File: config.mk
export PLATFORM = sky130hd
export DESIGN_NAME = regfile_mp_flat
export DESIGN_NICKNAME = d
export VERILOG_FILES = /design/src/rtl/regfile_pkg.sv /design/src/rtl/regfile_mp_if.sv /design/src/rtl/regfile_scoreboard.sv /design/src/rtl/regfile_mp.sv /design/src/flat_wrapper.sv
export SDC_FILE = /design/constraint.sdc
export NUM_CORES = 2
export LEC_CHECK = 0
export ABC_CLOCK_PERIOD_IN_PS = 3700
export CAP_MARGIN = 5
export CORE_AREA = 2 2 468 470
export CTS_BUF_LIST = sky130_fd_sc_hd__clkbuf_8 sky130_fd_sc_hd__clkbuf_16
export DETAILED_ROUTE_END_ITERATION = 12
export DIE_AREA = 0 0 470 472
export DONT_BUFFER_PORTS = 1
export PLACE_DENSITY = 0.53
export REMOVE_ABC_BUFFERS = 1
export SLEW_MARGIN = 10
export SYNTH_ARGS = -nofsm -noshare
export SYNTH_HDL_FRONTEND = slang
export SYNTH_SLANG_ARGS = --single-unit
File: constraint.sdc
create_clock -name clk -period 3.7 [get_ports clk]
set_clock_uncertainty 0.05 [all_clocks]
set_input_delay 0.74 -clock clk [delete_from_list [all_inputs] [get_ports clk]]
set_output_delay 0.74 -clock clk [all_outputs]
set_load 0.005 [all_outputs]
File: src/rtl/regfile_pkg.sv
// Shared types and helpers for the multi-port register file slice.
package regfile_pkg;

  typedef enum logic {
    IDLE,
    SWEEP
  } clr_state_t;

  localparam int unsigned REG_ZERO     = 0;
  localparam int unsigned DEF_DATA_W   = 32;
  localparam int unsigned DEF_NUM_REGS = 32;

  // Low bit index of port `port` inside a flat bus of `w`-bit fields.
  function automatic int unsigned slice_lo(input int unsigned port, input int unsigned w);
    return port * w;
  endfunction

endpackage

File: src/rtl/regfile_mp_if.sv
// Decode/writeback-side bus of the multi-port register file.
interface regfile_mp_if #(
  parameter int unsigned DATA_W   = 32,
  parameter int unsigned NUM_REGS = 32,
  parameter int unsigned NUM_RD   = 2,
  parameter int unsigned NUM_WR   = 2,
  parameter int unsigned ADDR_W   = $clog2(NUM_REGS)
);
  logic [NUM_RD*ADDR_W-1:0] ra;
  logic [NUM_RD*DATA_W-1:0] rd;
  logic [NUM_RD-1:0]        rd_pend;
  logic [NUM_WR-1:0]        we;
  logic [NUM_WR*ADDR_W-1:0] wa;
  logic [NUM_WR*DATA_W-1:0] wd;
  logic                     sb_set;
  logic [ADDR_W-1:0]        sb_addr;
  logic                     clr_req;
  logic                     clr_busy;

  modport master (
    output ra, we, wa, wd, sb_set, sb_addr, clr_req,
    input  rd, rd_pend, clr_busy
  );

  modport slave (
    input  ra, we, wa, wd, sb_set, sb_addr, clr_req,
    output rd, rd_pend, clr_busy
  );
endinterface

File: src/rtl/regfile_scoreboard.sv
// Pending-write bits for in-flight loads; set beats clear, flush empties all.
module regfile_scoreboard
  import regfile_pkg::*;
#(
  parameter int unsigned NUM_REGS = DEF_NUM_REGS,
  parameter int unsigned NUM_RD   = 2,
  parameter int unsigned ADDR_W   = $clog2(NUM_REGS)
) (
  input  logic                     clk,
  input  logic                     rst,
  input  logic                     flush,
  input  logic                     set_en,
  input  logic [ADDR_W-1:0]        set_addr,
  input  logic [NUM_REGS-1:0]      clr_vec,
  input  logic [NUM_RD*ADDR_W-1:0] ra,
  input  logic [NUM_RD-1:0]        rd_mask,
  output logic [NUM_RD-1:0]        rd_pend
);

  logic [NUM_REGS-1:0] pend;
  logic [NUM_REGS-1:0] pend_nxt;
  logic [ADDR_W-1:0]   ra_a [NUM_RD];

  always_comb begin
    pend_nxt = pend & ~clr_vec;
    if (set_en) pend_nxt[set_addr] = 1'b1;
    pend_nxt[REG_ZERO] = 1'b0;
  end

  always_ff @(posedge clk) begin
    if (rst || flush) pend <= '0;
    else              pend <= pend_nxt;
  end

  always_comb begin
    rd_pend = '0;
    for (int unsigned i = 0; i < NUM_RD; i++) begin
      ra_a[i]    = ra[slice_lo(i, ADDR_W) +: ADDR_W];
      rd_pend[i] = pend[ra_a[i]] && (ra_a[i] != '0) && !rd_mask[i];
    end
  end

endmodule

File: src/rtl/regfile_mp.sv
// Multi-port register file with load scoreboard and sequential clear sweep.
// Optional same-cycle write-to-read bypass: define REGFILE_BYPASS_EN.
module regfile_mp
  import regfile_pkg::*;
#(
  parameter int unsigned DATA_W   = DEF_DATA_W,
  parameter int unsigned NUM_REGS = DEF_NUM_REGS,
  parameter int unsigned NUM_RD   = 2,
  parameter int unsigned NUM_WR   = 2,
  parameter int unsigned ADDR_W   = $clog2(NUM_REGS)
) (
  input logic         clk,
  input logic         rst,
  regfile_mp_if.slave bus
);

  localparam logic [ADDR_W:0] CNT_LAST = (ADDR_W+1)'(NUM_REGS - 1);

  clr_state_t        state;
  logic [ADDR_W:0]   cnt;
  logic [DATA_W-1:0] regs [NUM_REGS];

  logic [ADDR_W-1:0] ra_a [NUM_RD];
  logic [DATA_W-1:0] rd_a [NUM_RD];
  logic [ADDR_W-1:0] wa_a [NUM_WR];
  logic [DATA_W-1:0] wd_a [NUM_WR];

  logic                idle;
  logic                wr_ok;
  logic [NUM_WR-1:0]   wr_go;
  logic [NUM_REGS-1:0] wr_clr;
  logic [NUM_RD-1:0]   byp_hit;
  logic                sb_flush;
  logic                sb_set_ok;

  // A clr_req in IDLE drops same-cycle writes and scoreboard sets.
  assign idle      = (state == IDLE);
  assign wr_ok     = idle && !bus.clr_req;
  assign sb_flush  = idle && bus.clr_req;
  assign sb_set_ok = wr_ok && bus.sb_set;
  assign bus.clr_busy = (state == SWEEP);

  always_comb begin
    wr_clr = '0;
    for (int unsigned j = 0; j < NUM_WR; j++) begin
      wa_a[j]  = bus.wa[slice_lo(j, ADDR_W) +: ADDR_W];
      wd_a[j]  = bus.wd[slice_lo(j, DATA_W) +: DATA_W];
      wr_go[j] = wr_ok && bus.we[j] && (wa_a[j] != ADDR_W'(REG_ZERO));
      if (wr_go[j]) wr_clr[wa_a[j]] = 1'b1;
    end
  end

  always_comb begin
    bus.rd  = '0;
    byp_hit = '0;
    for (int unsigned i = 0; i < NUM_RD; i++) begin
      ra_a[i] = bus.ra[slice_lo(i, ADDR_W) +: ADDR_W];
      rd_a[i] = regs[ra_a[i]];
`ifdef REGFILE_BYPASS_EN
      // Ascending scan so the highest write port wins on a multi-hit.
      for (int unsigned j = 0; j < NUM_WR; j++) begin
        if (wr_go[j] && (wa_a[j] == ra_a[i])) begin
          rd_a[i]    = wd_a[j];
          byp_hit[i] = 1'b1;
        end
      end
`endif
      if (ra_a[i] == ADDR_W'(REG_ZERO)) rd_a[i] = '0;
      bus.rd[slice_lo(i, DATA_W) +: DATA_W] = rd_a[i];
    end
  end

  always_ff @(posedge clk) begin
    if (rst) begin
      for (int unsigned r = 0; r < NUM_REGS; r++) regs[r] <= '0;
      state <= IDLE;
      cnt   <= '0;
    end else begin
      case (state)
        IDLE: begin
          if (bus.clr_req) begin
            state <= SWEEP;
            cnt   <= (ADDR_W+1)'(1);
          end
          for (int unsigned j = 0; j < NUM_WR; j++) begin
            if (wr_go[j]) regs[wa_a[j]] <= wd_a[j];
          end
        end
        SWEEP: begin
          regs[cnt[ADDR_W-1:0]] <= '0;
          if (cnt == CNT_LAST) begin
            state <= IDLE;
            cnt   <= '0;
          end else begin
            cnt <= cnt + 1'b1;
          end
        end
        default: state <= IDLE;
      endcase
    end
  end

  regfile_scoreboard #(
    .NUM_REGS(NUM_REGS),
    .NUM_RD  (NUM_RD),
    .ADDR_W  (ADDR_W)
  ) u_scoreboard (
    .clk     (clk),
    .rst     (rst),
    .flush   (sb_flush),
    .set_en  (sb_set_ok),
    .set_addr(bus.sb_addr),
    .clr_vec (wr_clr),
    .ra      (bus.ra),
    .rd_mask (byp_hit),
    .rd_pend (bus.rd_pend)
  );

endmodule

File: src/flat_wrapper.sv
// flat-port wrapper written by rule: the top's interface ports become plain ports
module regfile_mp_flat import regfile_pkg::*;
#(
  parameter int unsigned DATA_W   = DEF_DATA_W,
  parameter int unsigned NUM_REGS = DEF_NUM_REGS,
  parameter int unsigned NUM_RD   = 2,
  parameter int unsigned NUM_WR   = 2,
  parameter int unsigned ADDR_W   = $clog2(NUM_REGS)
)
  (clk, rst, bus_ra, bus_we, bus_wa, bus_wd, bus_sb_set, bus_sb_addr, bus_clr_req, bus_rd, bus_rd_pend, bus_clr_busy);
  regfile_mp_if #(.DATA_W(DATA_W), .NUM_REGS(NUM_REGS), .NUM_RD(NUM_RD), .NUM_WR(NUM_WR), .ADDR_W(ADDR_W)) bus_i ();
  input logic clk;
  input logic rst;
  input wire logic [$bits(bus_i.ra)-1:0] bus_ra;
  input wire logic [$bits(bus_i.we)-1:0] bus_we;
  input wire logic [$bits(bus_i.wa)-1:0] bus_wa;
  input wire logic [$bits(bus_i.wd)-1:0] bus_wd;
  input wire logic [$bits(bus_i.sb_set)-1:0] bus_sb_set;
  input wire logic [$bits(bus_i.sb_addr)-1:0] bus_sb_addr;
  input wire logic [$bits(bus_i.clr_req)-1:0] bus_clr_req;
  output wire logic [$bits(bus_i.rd)-1:0] bus_rd;
  output wire logic [$bits(bus_i.rd_pend)-1:0] bus_rd_pend;
  output wire logic [$bits(bus_i.clr_busy)-1:0] bus_clr_busy;
  assign bus_i.ra = bus_ra;
  assign bus_i.we = bus_we;
  assign bus_i.wa = bus_wa;
  assign bus_i.wd = bus_wd;
  assign bus_i.sb_set = bus_sb_set;
  assign bus_i.sb_addr = bus_sb_addr;
  assign bus_i.clr_req = bus_clr_req;
  assign bus_rd = bus_i.rd;
  assign bus_rd_pend = bus_i.rd_pend;
  assign bus_clr_busy = bus_i.clr_busy;
  regfile_mp #(.DATA_W(DATA_W), .NUM_REGS(NUM_REGS), .NUM_RD(NUM_RD), .NUM_WR(NUM_WR), .ADDR_W(ADDR_W)) u_core (.clk(clk), .rst(rst), .bus(bus_i));
endmodule
======== Word-level counts from Yosys, hierarchy flattened ========
Memories as Yosys holds them, arrays and structs flattened.
Cells that the tools add are included.
cells by class
  reduce and logical (&&, ||, !) cells .... 23
  add/subtract/negate cells ............... 1
  div/mod/pow operators ................... 0
  multiply operators ...................... 0
  muxes and demuxes ....................... 43
  $lt $le $gt $ge ......................... 8
  equal/unequal tests ..................... 2
  shift operators ......................... 0
  bitwise operators ....................... 5
operators with widths
  operator               number
  $mux W32               8
  $reduce_or A32 Y1      3
  $or A32 B32 Y32        2
  $and A32 B32 Y32       1
  $not A32 Y32           1
  $lt A5 B6 Y1 const B   5
  $mux W1                23
  $reduce_bool A5 Y1     4
  $demux W1 S5           3
  $ge A5 B1 Y1 const B   3
  $mux W5                3
  $logic_and A1 B1 Y1    12
  $mux W6                2
  $pmux W6 S2            1
  $bmux W1 S5            2
  $logic_not A5 Y1       2
  $add A6 B1 Y6 const B  1
  $eq A6 B5 Y1 const B   1
  $ne A2 B2 Y1 const B   1
  $pmux W1 S2            1
  $logic_not A1 Y1       1
  $logic_or A1 B1 Y1     1
  $not A1 Y1             1
storage, ports and cells
  memory bits (writable) .................. 1024
  logic and storage cells ................. 87
  memories ................................ 1
  register bits ........................... 39
  input bits .............................. 95
  output and inout bits ................... 67
  latch bits .............................. 0
  ROM bits ................................ 0
memory list
  memory       depth  bits a word  rd ports  clocked after Yosys merged registers in  write ports  RTL line          source
  u_core.regs  32     32           2         0                                        32           regfile_mp.sv:21  logic [DATA_W-1:0] regs [NUM_REGS];

======== Logic depth before layout (Yosys ltp) ========
  depth in word-level cells ............... 11
  gate-level depth with buffers ........... 10
  mapped depth without buffers ............ 6

======== By module ========
A second synthesis with hierarchy kept.
second synthesis, totals
  cells, all modules ...................... 5615
  area total of the unflattened synthesis .. 67800.0 um^2
modules (own cells, without submodules)
  module              instances  cells an instance  area each (um^2)
  regfile_mp          1          5388               65889.4
  regfile_scoreboard  1          227                1910.6

======== Worst setup path before layout ========
OpenSTA, ideal clock, no wires.
  path type ............................... input to register
  start point ............................. input port bus_clr_req
  end point ............................... memory u_core.regs[29][0] (enable)
  buffers on the path ..................... 2
  data arrival time ....................... 3213 ps
  path slack .............................. 45 ps
  stages .................................. 7
  cell sequence ........................... buf_6 -> or3b_1 -> clkbuf_1 -> a21oi_2 -> nor2_1 -> nor4_1 -> a221o_1
RTL lines
  element      RTL line            source
  from (decl)  flat_wrapper.sv:20  input wire logic [$bits(bus_i.clr_req)-1:0] bus_clr_req;
  to (decl)    regfile_mp.sv:21

======== Final worst setup path ========
  start point ............................. input port bus_ra[1]
  end point ............................... output port bus_rd[4]
on the way
  word-level cells in the longest chain between the ends .. 2
ends and longest elaborated chain
  element                                                     RTL line            source
  from (decl)                                                 flat_wrapper.sv:14  input wire logic [$bits(bus_i.ra)-1:0] bus_ra;
  $mem_v2 Z32 W32 / $logic_not A5 Y1 (equally long branches)  -
  $mux W32 *                                                  regfile_mp.sv:68    if (ra_a[i] == ADDR_W'(REG_ZERO)) rd_a[i] = '0;
  to (decl)                                                   flat_wrapper.sv:21  output wire logic [$bits(bus_i.rd)-1:0] bus_rd;
Mark *: on every way between the ends. The rest lies on a longest branch, timed or not.

==> metrics <==
status finished with violations; failing checks max-slew violations, negative setup slack; Worst R2R Setup Slack approximately 0.48 ns; async set or reset register ratio after synthesis 0%; setup slack after layout -0.874 ns; synthesized netlist cell count 5,382; minimum clock period approximately 4.6 ns; All-Layer GR Usage between 20% and 30%; post-CTS setup buffer count 0; Mean Syn Cell Area 12.0 µm²; post-DP HPWL 155,000 µm; post-synth top area cell edfxtp_1; worst hold stages 2; Final Power 29.3 mW; row count roughly 170; commonest non-fill, non-tap cell in the layout edfxtp_1; First-pass DRT Iterations 9; FF-to-FF Start u_core.bus.clr_busy; ys flop type edfxtp_1; reg2reg end u_core.regs[26][21]; clock transition at the registers of the reported paths ~0.060 ns; Final nets roughly 5,200; final hold vios 0; Synth area leaders edfxtp_1 (47%), mux4_2 (18%), o31ai_1 (12%), nand2_1 (5.9%), clkbuf_1 (2.5%); die width 470 µm; initial detailed-routing violation count 7,651; crit path capture type output port; Setup TNS Final -12.57 ns; Buffers on Ports 0; post-synth top area share 47.5%; worst hold path class input port to flop; Data arrival, critical path approximately 3.8 ns; worst-path cell chain mux4_2 > mux2i_1 > nor2_1 > a221oi_2 > a21oi_4 > buf_6; required time of the critical path about 2.9 ns; Final Max Tran Viols 123; Vias/cell 6.45; Synth cell types 49; WP buf/inv 1; layout cells sized above 1 between 20 and 25%; CP max stage cell mux4_2; Vias 52,300; total grt overflow 0; area growth from synthesis to layout 13.0%; Leakage Power 22.7 nW; routability congestion estimate 0.844; FILL cells 21,100; most frequent cells in the layout edfxtp_1 (1,024), nand2_1 (1,022), o31ai_1 (993); wire per inst approximately 35 µm; clk_lat worst skew 0.78 ns; CORE AREA 0.217 mm²; TritonCTS clock tree built; initial antenna violation count 8; number of flops mapped to enable cells by yosys 1,024; Final setup viols 33; Yosys reg bits between 1,000 and 1,500; PD cells 400 mW/mm²; CTS sink cnt 1,062; H-tree depth 3; Slew @ Worst Pin roughly 2 ns; routed wire length 282,000 µm; crit share post-route 124%; critical path type input port to output port; clk buf depth 3; RSZ-0062 raised after global routing yes; Max VDD drop 0.464 mV; cell area after synthesis 0.0648 mm²; Clock Tree Root clkbuf_16; max-cap viol count 0; Initial Utilization between 20% and 30%; Worst setup SP type input port; remaining antenna violation count 0; # DRC 0; post-synthesis sequential area ratio between 40 and 50%; vias in the first global route 51,300; critical path fanouts, max 266; depth of the most critical reg-to-reg path 7; FMAX about 220 MHz; global-route wire length before repair 394,000 µm; crit-path leading delay family multiplexers; largest net degree at the start of global routing 267; I/O pin count 162; Worst path max stage delay between 1 and 1.5 ns; hold path startpoint bus_wd[35]; CTS buffer count 119; die height 472 µm; Slew headroom -33.7%; DIE AREA about 0.22 mm²; WHS Endpoint u_core.regs[23][3]; Yosys warnings 0
## state kept, by name, indices dropped and copies added (netlist names)
name                      cells
u_core.bus.clr_busy           1
u_core.cnt                    6
u_core.regs                1024
u_core.u_scoreboard.pend     31
## worst max-delay path by stage
stage / startpoint / end / depth (start not counted)
after floorplan: rst / u_core.regs[17][0] / 5
after global placement: bus_ra[5] / bus_rd_pend[1] / 5
after detailed placement: bus_ra[5] / bus_rd_pend[1] / 5
after CTS: u_core.regs[0][0] / bus_rd[32] / 6
after global routing: bus_ra[1] / bus_rd[4] / 6
final: bus_ra[1] / bus_rd[4] / 6
## logic make-up after synthesis
kind of cell    count (synthesis)  synth area share [%]
other cells                     1               0.00579
mux                           729                  21.6
xor+xnor                        1                0.0135
fa+ha+maj                       1                0.0193
flops                        1062                  48.6
compound gates               1369                  15.3
simple gates                 1507                  9.66
buf+inv                       712                  4.75
## per-layer routing
metal,vias up,routed length (µm),track usage (%)
li1,21000,-,-
met1,26500,101000,30.3
met2,3895,130000,39.7
met3,877,33100,6.09
met4,2,18100,14.3
met5,-,14,0
## cell usage after synthesis (all sizes together) (5+ instances only)
master  instances
a21oi         118
a221o          31
a221oi         48
a22oi          77
a31oi          18
and2           14
buf           275
clkbuf        434
dfxtp          38
edfxtp       1024
mux2           87
mux2i         116
mux4          526
nand2        1025
nand3         260
nor2          146
nor2b          16
nor3            6
nor3b           5
nor4            9
o21ai          69
o31ai         993
or3b            5
or4             5
## power breakdown
group	internal (mW)	switching, mW
clock	6.59	5.30
combinational	1.47	1.99
sequential	13.7	0.249
## area by class of cell
class / instances / area [µm²] / share of cell area [%]
Clock buffer: 129 / 3170 / 4.33
Sequential cell: 1062 / 31500 / 43.0
Inverter: 3 / 11.3 / 0.0154
Tap cell: 2854 / 3570 / 4.88
Timing Repair Buffer: 324 / 3460 / 4.72
Multi-Input combinational cell: 3639 / 30800 / 42.1
Antenna cell: 6 / 15.0 / 0.0205
Clock inverter: 89 / 626 / 0.855
## per-stage QoR
step / instance area [µm²] / worst slack, ns / hold WS, ns / instances / util [%]
after floorplan: 61800 / -3.03 / 0.427 / 4704 / -
after global placement: 69200 / -0.227 / 0.451 / 7883 / 32.0
after detailed placement: 69200 / -0.174 / 0.463 / 7883 / 32.0
after CTS: 73000 / 0.0130 / 0.0372 / 8102 / 33.7
after global routing: 73200 / -0.352 / 0.0587 / 8100 / 33.8
final: 73200 / -0.874 / 0.0739 / 8106 / 33.8
## what timing repair did
| action | 4_1_cts | 5_1_grt |
|---|---|---|
| pin swaps | 0 | 8 |
| resized for setup | 5 | 38 |
| endpoints found under the setup margin | 4 | 17 |
| hold buffers | 1 | 0 |
| hold endpoints to repair | 6 | 0 |
(Power assumes the default switching activity.)
